==> src/rtl/unary_mac.sv <==
// unary_mac: unsigned multiply-accumulate that emits each product w*x as a
// burst of w*x consecutive single-cycle pulses. A binary accumulator counts
// those pulses across a dot-product sequence. When the pair flagged in_last
// has finished, acc_valid strobes for one cycle.
//
// Handshake: a pair on {w, x, in_last} is consumed on a rising edge where
// in_valid && in_ready. in_ready is high only in IDLE while abort is low, and
// it does not depend on in_valid. While in_ready is low, in_valid is ignored
// and the presented pair stays with the producer.
module unary_mac #(
    parameter int WIDTH = 4,
    parameter int ACC_W = 16
) (
    input  logic             clk,
    input  logic             reset_n,
    input  logic             abort,
    input  logic             in_valid,
    output logic             in_ready,
    input  logic [WIDTH-1:0] w,
    input  logic [WIDTH-1:0] x,
    input  logic             in_last,
    output logic             out_pulse,
    output logic [ACC_W-1:0] acc,
    output logic             acc_valid,
    output logic             overflow,
    output logic             busy,
    output logic [1:0]       o_state
);

    typedef enum logic [1:0] {
        S_IDLE = 2'd0,
        S_RUN  = 2'd1,
        S_DONE = 2'd2
    } state_t;

    localparam logic [ACC_W-1:0] ACC_MAX = '1;
    localparam logic [WIDTH-1:0] CNT_ONE = WIDTH'(1);

    state_t           r_state;
    state_t           w_next_state;

    // top counts the remaining rows (w); bot counts the pulses left in the current row (x).
    logic [WIDTH-1:0] r_top;
    logic [WIDTH-1:0] r_bot;
    logic [WIDTH-1:0] r_x0;
    logic             r_last;

    logic [ACC_W-1:0] r_acc;
    logic             r_ovf;
    // Set when the next accepted pair opens a new sequence and must clear acc.
    logic             r_fresh;

    logic             w_accept;
    logic             w_zero_pair;
    logic             w_row_end;
    logic             w_prod_end;

    assign w_accept    = in_valid && in_ready;
    assign w_zero_pair = (w == '0) || (x == '0);
    assign w_row_end   = (r_bot == CNT_ONE);
    assign w_prod_end  = w_row_end && (r_top == CNT_ONE);

    // State register; abort is folded into the next-state logic.
    always_ff @(posedge clk or negedge reset_n) begin
        if (!reset_n) begin
            r_state <= S_IDLE;
        end else begin
            r_state <= w_next_state;
        end
    end

    // Next-state logic: abort wins over everything else.
    always_comb begin
        w_next_state = r_state;
        if (abort) begin
            w_next_state = S_IDLE;
        end else begin
            case (r_state)
                S_IDLE: begin
                    if (w_accept) begin
                        if (w_zero_pair) begin
                            w_next_state = in_last ? S_DONE : S_IDLE;
                        end else begin
                            w_next_state = S_RUN;
                        end
                    end
                end
                S_RUN: begin
                    if (w_prod_end) begin
                        w_next_state = r_last ? S_DONE : S_IDLE;
                    end
                end
                S_DONE: begin
                    w_next_state = S_IDLE;
                end
                default: begin
                    w_next_state = S_IDLE;
                end
            endcase
        end
    end

    // State-decoded outputs; every RUN cycle is one pulse of the product.
    always_comb begin
        in_ready  = (r_state == S_IDLE) && !abort;
        out_pulse = (r_state == S_RUN);
        acc_valid = (r_state == S_DONE);
        busy      = (r_state != S_IDLE);
        o_state   = r_state;
    end

    // Product counters: load on accept; step one pulse per RUN cycle, reloading the row from x0.
    always_ff @(posedge clk or negedge reset_n) begin
        if (!reset_n) begin
            r_top  <= '0;
            r_bot  <= '0;
            r_x0   <= '0;
            r_last <= 1'b0;
        end else if (abort) begin
            r_top  <= '0;
            r_bot  <= '0;
            r_x0   <= '0;
            r_last <= 1'b0;
        end else if (w_accept) begin
            r_top  <= w;
            r_bot  <= x;
            r_x0   <= x;
            r_last <= in_last;
        end else if (r_state == S_RUN) begin
            if (!w_row_end) begin
                r_bot <= r_bot - CNT_ONE;
            end else if (!w_prod_end) begin
                r_bot <= r_x0;
                r_top <= r_top - CNT_ONE;
            end
        end
    end

    // Saturating pulse accumulator with a sticky overflow flag.
    // It is cleared by the first accept of each new sequence.
    always_ff @(posedge clk or negedge reset_n) begin
        if (!reset_n) begin
            r_acc   <= '0;
            r_ovf   <= 1'b0;
            r_fresh <= 1'b1;
        end else if (abort) begin
            r_acc   <= '0;
            r_ovf   <= 1'b0;
            r_fresh <= 1'b1;
        end else if (w_accept) begin
            if (r_fresh) begin
                r_acc <= '0;
                r_ovf <= 1'b0;
            end
            r_fresh <= 1'b0;
        end else if (r_state == S_RUN) begin
            if (r_acc == ACC_MAX) begin
                r_ovf <= 1'b1;
            end else begin
                r_acc <= r_acc + 1'b1;
            end
        end else if (r_state == S_DONE) begin
            r_fresh <= 1'b1;
        end
    end

    assign acc      = r_acc;
    assign overflow = r_ovf;

endmodule

==> config.mk <==
export PLATFORM = sky130hd
export DESIGN_NAME = unary_mac
export DESIGN_NICKNAME = d
export VERILOG_FILES = /design/src/rtl/unary_mac.sv
export SDC_FILE = /design/constraint.sdc
export NUM_CORES = 1
export LEC_CHECK = 0
export BUFFER_PORTS_ARGS = -buffer_cell sky130_fd_sc_hd__buf_2
export CAP_MARGIN = 20
export CORE_ASPECT_RATIO = 0.8
export CORE_MARGIN = 4
export CORE_UTILIZATION = 58
export DETAILED_ROUTE_END_ITERATION = 8
export GPL_TIMING_DRIVEN = 1
export HOLD_SLACK_MARGIN = 0.06
export PLACE_DENSITY = 0.82
export SYNTH_ARGS = -nofsm -noshare
export SYNTH_HDL_FRONTEND = slang
export SYNTH_SLANG_ARGS = --single-unit
==> constraint.sdc <==
create_clock -name clk -period 5 [get_ports clk]
set_input_delay 0.25 -clock clk [delete_from_list [all_inputs] [get_ports clk]]
set_output_delay 0.25 -clock clk [all_outputs]
set_load 0.03 [all_outputs]
=== After elaboration in Yosys (flattened, before gate mapping) ===
Cells that the tools add are included.

* Output and inout bits: 23
* Bits of input ports: 13
* Word-level logic and storage cells: 78
* Flip-flop bits (word level): 33

* Multiplexer cells: 35
* $add $sub $neg: 3
* Equal/unequal tests: 12
* Reductions and logical operators: 20

{| class="wikitable"
|+ Operators by type and width
! kind !! count
|-
| $mux 16 || 5
|-
| $mux 4 || 12
|-
| $add 16x1->16 const B || 1
|-
| $eq 16x16->1 const B || 1
|-
| $mux 2 || 6
|-
| $ne 3x3->1 const B || 4
|-
| $reduce_bool 3->1 || 4
|-
| $mux 1 || 11
|-
| $reduce_and 3->1 || 3
|-
| $eq 4x1->1 const B || 2
|-
| $logic_not 4->1 || 2
|-
| $sub 4x1->4 const B || 2
|-
| $ne 3x2->1 const B || 2
|-
| $reduce_and 2->1 || 3
|-
| $ne 4x4->1 const B || 1
|-
| $pmux 2 s2 || 1
|-
| $reduce_bool 2->1 || 2
|-
| $logic_and 1x1->1 || 3
|-
| $eq 2x1->1 const B || 1
|-
| $eq 2x2->1 const B || 1
|-
| $logic_not 2->1 || 1
|-
| $logic_not 1->1 || 1
|-
| $logic_or 1x1->1 || 1
|}

=== Depth between registers and ports, before layout ===
Gate-level depths: netlist (run 1).

* Depth after elaboration: 7
* Depth in mapped cells: 6
* Mapped depth without buffers: 6

=== Worst setup path before layout (run 1) ===
Ideal clock, no wire load.

* Path kind: register to register
* Start: reg r_state[1], in the netlist o_state[1]
* End: reg r_fresh
* Cell stages (with the launch flop): 5
* Library setup time: 82 ps
* Buffers on the path: 1
* Period minus slack after synthesis: 2099 ps
* Arrival: 2017 ps
* Data required time: 4918 ps
* Setup slack: 2901 ps
* Cells stage by stage: dfrtp_1 buf_6 nor3_1 nand2_1 a211o_1

* Word-level cells in the longest chain between the ends: 5
* Elaborated cells between the ends (all ways): 10
* Those cells by class: eq/ne (3); mux (2); reduce/logical (5)

{| class="wikitable"
|+ RTL lines
! what !! line !! source
|-
| start, declared || 39 || <nowiki>state_t r_state;</nowiki>
|-
| start signal, assigned || 68 || <nowiki>r_state <= w_next_state;</nowiki>
|-
| $logic_not 2->1 (*) || 105 || <nowiki>in_ready = (r_state == S_IDLE) && !abort;</nowiki>
|-
| $logic_and 1x1->1 (*) || 105 ||
|-
| via in_ready || 18 || <nowiki>output logic in_ready,</nowiki>
|-
| $logic_and 1x1->1 (*) || 58 || <nowiki>assign w_accept = in_valid && in_ready;</nowiki>
|-
| $ne 3x2->1 (no source line) (tied with other cells) || n/a ||
|-
| $reduce_and 2->1 (no source line) or $mux 1 (tied branches) || n/a ||
|-
| end signal, assigned || 145 || <nowiki>r_fresh <= 1'b1;</nowiki>
|-
| end signal, assigned || 149 || <nowiki>r_fresh <= 1'b1;</nowiki>
|-
| end signal, assigned || 155 || <nowiki>r_fresh <= 1'b0;</nowiki>
|-
| end, declared || 51 || <nowiki>logic r_fresh;</nowiki>
|}

The timed path passes the listed nets; every way through them passes the cells marked *.
A chain may end at the register's enable or synchronous reset.

=== Worst setup path in the final report (run 1) ===
* Start: reg r_state[0], in the netlist o_state[0]
* End: reg r_bot[3]

* Word-level cells in the longest chain between the ends: 5
* Elaborated cells between the ends (all ways): 9
* Those cells by class: eq/ne (2); mux (2); reduce/logical (5)

{| class="wikitable"
|+ RTL lines
! what !! line !! source
|-
| $logic_not 2->1 || 105 ||
|-
| $logic_and 1x1->1 || 105 ||
|-
| $logic_and 1x1->1 || 58 ||
|-
| $ne 4x4->1 (no source line) (tied with other cells) || n/a ||
|-
| $reduce_and 2->1 (no source line) or $mux 4 (tied branches) || n/a ||
|-
| end signal, assigned || 131 || <nowiki>r_bot <= r_bot - CNT_ONE;</nowiki>
|-
| end signal, assigned || 133 || <nowiki>r_bot <= r_x0;</nowiki>
|-
| end, declared || 44 || <nowiki>logic [WIDTH-1:0] r_bot;</nowiki>
|}

Several ways; a longest one is shown, not always the timed one.

==> metrics, run 1 <==
CP max-delay cell nor2b_1; clock latency on the worst-skew pair 280 ps; area share of the largest cell type after synthesis 37.6%; via count 1907; #FFs+latches synth 33; net count reported at finish 274; Avg WL per Cell 17.5 µm; RSZ-0062 raised after global routing no; Area contributors post-synth dfrtp_1 38%, mux2i_1 3.8%, nand2_1 3.5%, nor3_1 3.1%, ha_1 2.9%; Layout Cells excl Fill 298; Post-synth EDFFs 0; Final Util 68.9%; hold path depth 2; PortBufs 35; Max FO, Critical Path 11; clk_skew 4.76 ps; Synth Area in Compound Gates 22.4%; Max Slew Vio Count 0; H-Tree Depth 2; CP arrival 2550 ps; Mapped Area 0.00213 mm²; final-report hold violation count 0; Mapped Avg Cell Area 9.64 µm²; 1st-pass router iterations 4; Crit. End Element flop; Num CTS Buffers 5; Hold EP r_last; main flop type after synthesis dfrtp_1; initial antenna violation count 0; # placed instances 290; total area of sequential cells 827 µm²; CTS clk-pin slew, worst paths 70 ps; initial drt markers 189; reg2reg end r_bot[3]; grt total ovfl 0; DIE AREA 0.00471 mm²; core area 0.00349 mm²; Seq/Total Area, Yosys 38.8%; global-route wire length before repair 9210 µm; CTS Root Buffer Type clkbuf_8; Die Width 75.8 µm; FFs w/ async S/R, synth 100%; worst hold path type input port to flop; max_cap viols 0; Worst slew margin 44.5%; leakage 1.07 nW; vias in the first global route 1913; Buf/Inv on CP 0; Post-Synth Adder-Cell Area 2.94%; R2R setup slack 2620 ps; Synth area leader dfrtp_1; area occupied by multi-input gates 0.00122 mm²; gp weighted congestion 0.888; Syn. warnings 0; initial core utilization 61.0%; P&R area growth vs syn 13.0%; Max Buffers Root-to-Sink 2; Top Ports 36; Post-DP Area 0.00231 mm²; fmax 0.420 GHz; Die H 62.2 µm; power density over the cells 286 mW/mm²; status completed; post-synthesis mux area share 3.76%; DRC viols 0; CTS tree built; Crit path max-delay family compound AO/OA/AOI/OAI gates; Final Cycle Share 47.6%; vias per cell 6.40; Setup TNS 0 ps; most frequent cells after synthesis 32 x dfrtp_1, 20 x nand2_1, 13 x nor3_1; Synthesized Nets 239; worst path cell trace nor2b_1, a21boi_0, nor2_1, a221o_1; Total Wirelength 5220 µm; HPWL after DPL 3720 µm; Tmin final 2380 ps; main combinational cell family by area after synthesis simple AND/OR/NAND/NOR gates; Max VDD drop 0.205 mV; Fillers 287; Critical Path Start o_state[0]; post-synthesis xor/xnor area fraction 0%; most common cell in the netlist dfrtp_1; number of nets still failing antenna checks after routing 0; fraction of layout cells with a size suffix above 1 21.9%; crit path launch type flop; Required @ worst endpoint 5170 ps; worst reg2reg startpoint o_state[0]; Setup Viol. Count Final 0; Pwr Total 0.688 mW; Slew @ Worst Pin 822 ps; hold_sp in_last; largest net degree at the start of global routing 34; FF-to-FF path depth 4; synth unique cells 63; row count 19; total track usage 24.4%; Post-Syn Instances 221; n_diodes 0; clock sink count 33; CP Class flop to flop; simple-gate share of the synthesized area 28.2%; cell area after layout 0.00241 mm²; postcts setup bufs 0; crit-path max cell delay 680 ps
-- power by group --
part / switching, mW / internal [mW] / leakage [nW] / total, mW
clock network: 0.0935 / 0.109 / 0.0443 / 0.203
registers: 0.0268 / 0.288 / 0.445 / 0.315
logic: 0.102 / 0.0688 / 0.577 / 0.171
-- timing repair --
action / 4_1_cts / 5_1_grt
resized for setup: 0 / 0
hold buffers: 1 / 0
endpoints found under the hold margin: 32 / 0
-- state kept, by name, summed over array words and instances (netlist names) --
name,count
r_fresh,1
overflow,1
r_last,1
r_bot,4
r_top,4
acc,16
o_state,2
r_x0,4
-- worst reg2reg max path, stage by stage, from the launching register on --
cell      delay, ps
dfrtp_1         550
nor2b_1         680
a21boi_0        560
nor2_1          150
a221o_1         320
-- layout make-up --
class | count | area share, %
multi-input combinational | 171 | 50.6
sequential | 33 | 34.3
timing repair buffer | 37 | 8.00
clock buffer | 7 | 3.58
tap | 42 | 2.18
inverter | 8 | 1.25
-- routing by layer --
layer	track usage [%]	vias up	share of wire, %
li1	-	923	-
met1	38.5	915	49
met2	33.8	65	45
met3	4.84	4	6.3
met4	5.68	0	0.40
met5	0	-	0
-- stage by stage --
| step | setup slack, ps | hold slack, ps |
|---|---|---|
| 3_5_place_dp | 2810 | 354 |
| 3_3_place_gp | 2910 | 349 |
| 2_1_floorplan | 2900 | -45.6 |
| 6_report | 2620 | 226 |
| 5_1_grt | 2480 | 226 |
| 4_1_cts | 2680 | 219 |
-- how the worst max path moves through the flow --
stage / end / cells past startpoint / slack, ps
floorplan: r_fresh / 4 / 2900
global placement: r_bot[3] / 4 / 2910
detailed placement: r_bot[3] / 4 / 2810
CTS: r_bot[3] / 4 / 2680
global route: r_bot[3] / 4 / 2480
finish: r_bot[3] / 4 / 2620
-- cells in the final DEF, fill, tap and decap left out, types with 5 or more instances in the layout --
cell type | netlist | final
buf_2 | 4 | 35
nand2_1 | 20 | 20
o21ai_0 | 6 | 6
mux2i_1 | 8 | 8
inv_1 | 8 | 8
nor2_1 | 8 | 8
a21oi_1 | 12 | 12
ha_1 | 5 | 5
or3_1 | 9 | 9
a211oi_1 | 5 | 5
nor3_1 | 13 | 13
dfrtp_1 | 32 | 32
clkbuf_8 | 0 | 6
-- cell families after synthesis --
kind of cell / after synthesis
DFF: 33
buffers and inverters: 17
adders and majority gates: 5
muxes: 8
AOI/OAI and AO/OA: 63
and+or+nand+nor: 95
Power figures use the tool's default switching activity.
==> run 2, diff against run 1 <==
--- a/config.mk
+++ b/config.mk
@@ -9,11 +9,11 @@
 export CAP_MARGIN = 20
 export CORE_ASPECT_RATIO = 0.8
 export CORE_MARGIN = 4
-export CORE_UTILIZATION = 58
+export CORE_UTILIZATION = 56
 export DETAILED_ROUTE_END_ITERATION = 8
 export GPL_TIMING_DRIVEN = 1
 export HOLD_SLACK_MARGIN = 0.06
-export PLACE_DENSITY = 0.82
+export PLACE_DENSITY = 0.8
 export SYNTH_ARGS = -nofsm -noshare
 export SYNTH_HDL_FRONTEND = slang
 export SYNTH_SLANG_ARGS = --single-unit
==> constraint.sdc (replaced) <==
create_clock -name clk -period 2.22 [get_ports clk]
set_input_delay 0.111 -clock clk [delete_from_list [all_inputs] [get_ports clk]]
set_output_delay 0.111 -clock clk [all_outputs]
set_load 0.03 [all_outputs]
==> run 2 against run 1 <==
  * Fmax increased by 15%
  * Clock-buffer cell count up 1
  * Register-to-register slack worse by 2500 ps
  * Die area increased by 3.2%
  * Critical path type unchanged
  * Cell count increased by 2.7%
  * Non-clock buffer count up 7
  * Final area rose by 2.3%
  * Critical endpoint is now r_top[3]
  * Core utilization rose by 0.66 points
  * Wire length grew 1.3%
  * Clock skew up 2.9 ps
  * Critical path depth up 2
==> metrics, run 2 (synthesis gave the netlist of run 1 again) <==
Num CTS Buffers 5; CTS tree built; DIE AREA 0.00486 mm²; total track usage 22.8%; power density over the cells 641 mW/mm²; crit path launch type flop; Crit path max-delay family compound AO/OA/AOI/OAI gates; Critical Path Start r_top[1]; FF-to-FF path depth 6; clock sink count 33; H-Tree Depth 2; CP arrival 2260 ps; Avg WL per Cell 17.3 µm; P&R area growth vs syn 15.7%; Max Slew Vio Count 0; worst reg2reg startpoint r_top[1]; Setup TNS 0 ps; grt total ovfl 0; Required @ worst endpoint 2410 ps; net count reported at finish 281; Worst slew margin 51.2%; Final Util 69.6%; worst hold path type input port to flop; core area 0.00354 mm²; reg2reg end r_top[3]; Fillers 276; status completed; commonest non-fill, non-tap cell in the layout buf_2; vias in the first global route 1821; hold path depth 2; fraction of layout cells with a size suffix above 1 23.9%; CTS clk-pin slew, worst paths 70 ps; DRC viols 0; Top Ports 36; fmax 0.483 GHz; Buf/Inv on CP 1; CP max-delay cell a311oi_2; Final Cycle Share 93.2%; CP Class flop to flop; via count 1998; global-route wire length before repair 8850 µm; number of nets still failing antenna checks after routing 0; Crit. End Element flop; largest net degree at the start of global routing 34; worst path cell trace inv_1, ha_1, or3b_2, a311oi_2, o21ai_0, o31ai_1; Hold EP r_last; clk_skew 7.64 ps; Slew @ Worst Pin 732 ps; R2R setup slack 150 ps; Post-DP Area 0.00236 mm²; path length in cells of the critical path 6; initial drt markers 160; leakage 1.10 nW; commonest non-fill, non-tap cells in the layout 35 x buf_2, 32 x dfrtp_1, 20 x nand2_1, 13 x nor3_1, 12 x a21oi_1; final-report hold violation count 0; Die H 63.2 µm; cell area after layout 0.00246 mm²; HPWL after DPL 3840 µm; Pwr Total 1.58 mW; clock latency on the worst-skew pair 290 ps; Max Buffers Root-to-Sink 2; PortBufs 35; initial core utilization 60.2%; max_cap viols 0; Max FO, Critical Path 7; Setup Viol. Count Final 0; Max VDD drop 0.538 mV; row count 19; hold_sp in_last; RSZ-0062 raised after global routing no; Total Wirelength 5280 µm; Tmin final 2070 ps; gp weighted congestion 0.912; CTS Root Buffer Type clkbuf_8; initial antenna violation count 0; n_diodes 0; Die Width 77.0 µm; 1st-pass router iterations 4; Largest register FFs 16; vias per cell 6.53; crit-path max cell delay 540 ps
==> run 2: changes by cell type in the layout (fill, tap and decap cells not counted) <==
cell	delta
buf_4	+7
clkbuf_1	+1
==> run 2: power by group <==
part	internal, mW	switching [mW]
clock network	0.253	0.214
logic	0.169	0.232
registers	0.649	0.0624
==> run 2: repair_timing <==
| item | 4_1_cts | 5_1_grt |
|---|---|---|
| hold buffers | 1 | 0 |
| setup buffers | 0 | 0 |
| endpoints found under the hold margin | 32 | 0 |
| resized for setup | 0 | 0 |
==> run 2: worst max-delay path by stage <==
stage | endpoint | slack, ps
final | r_top[3] | 150
after global routing | r_top[3] | 30
after CTS | r_top[3] | 180
after detailed placement | r_bot[3] | 220
after global placement | r_top[2] | 280
after floorplan | r_fresh | 120
==> run 2: per-layer routing <==
| layer | routed length, µm | share of wire [%] | global-route usage (%) |
|---|---|---|---|
| met4 | 108 | 2.0 | 9.50 |
| met2 | 2290 | 43 | 32.5 |
| met5 | 0 | 0 | 0 |
| met1 | 2540 | 48 | 32.9 |
| met3 | 346 | 6.5 | 5.70 |
==> run 2: area by class of cell <==
class                           instances  area [µm²]  share of cell area [%]
Clock buffer                            8        90.1                    3.65
Inverter                                8        30.0                    1.22
Multi-Input combinational cell        171        1220                    49.5
Sequential cell                        33         827                    33.6
Tap cell                               42        52.6                    2.13
Timing Repair Buffer                   44         245                    9.95
==> run 2: per-stage QoR <==
stage               setup slack (ps)  cells  hold WS, ps
floorplan                        121    221         -185
global placement                 278    297          209
detailed placement               224    297          209
CTS                              178    306         62.4
global route                    26.8    306         80.3
finish                           151    306         67.4
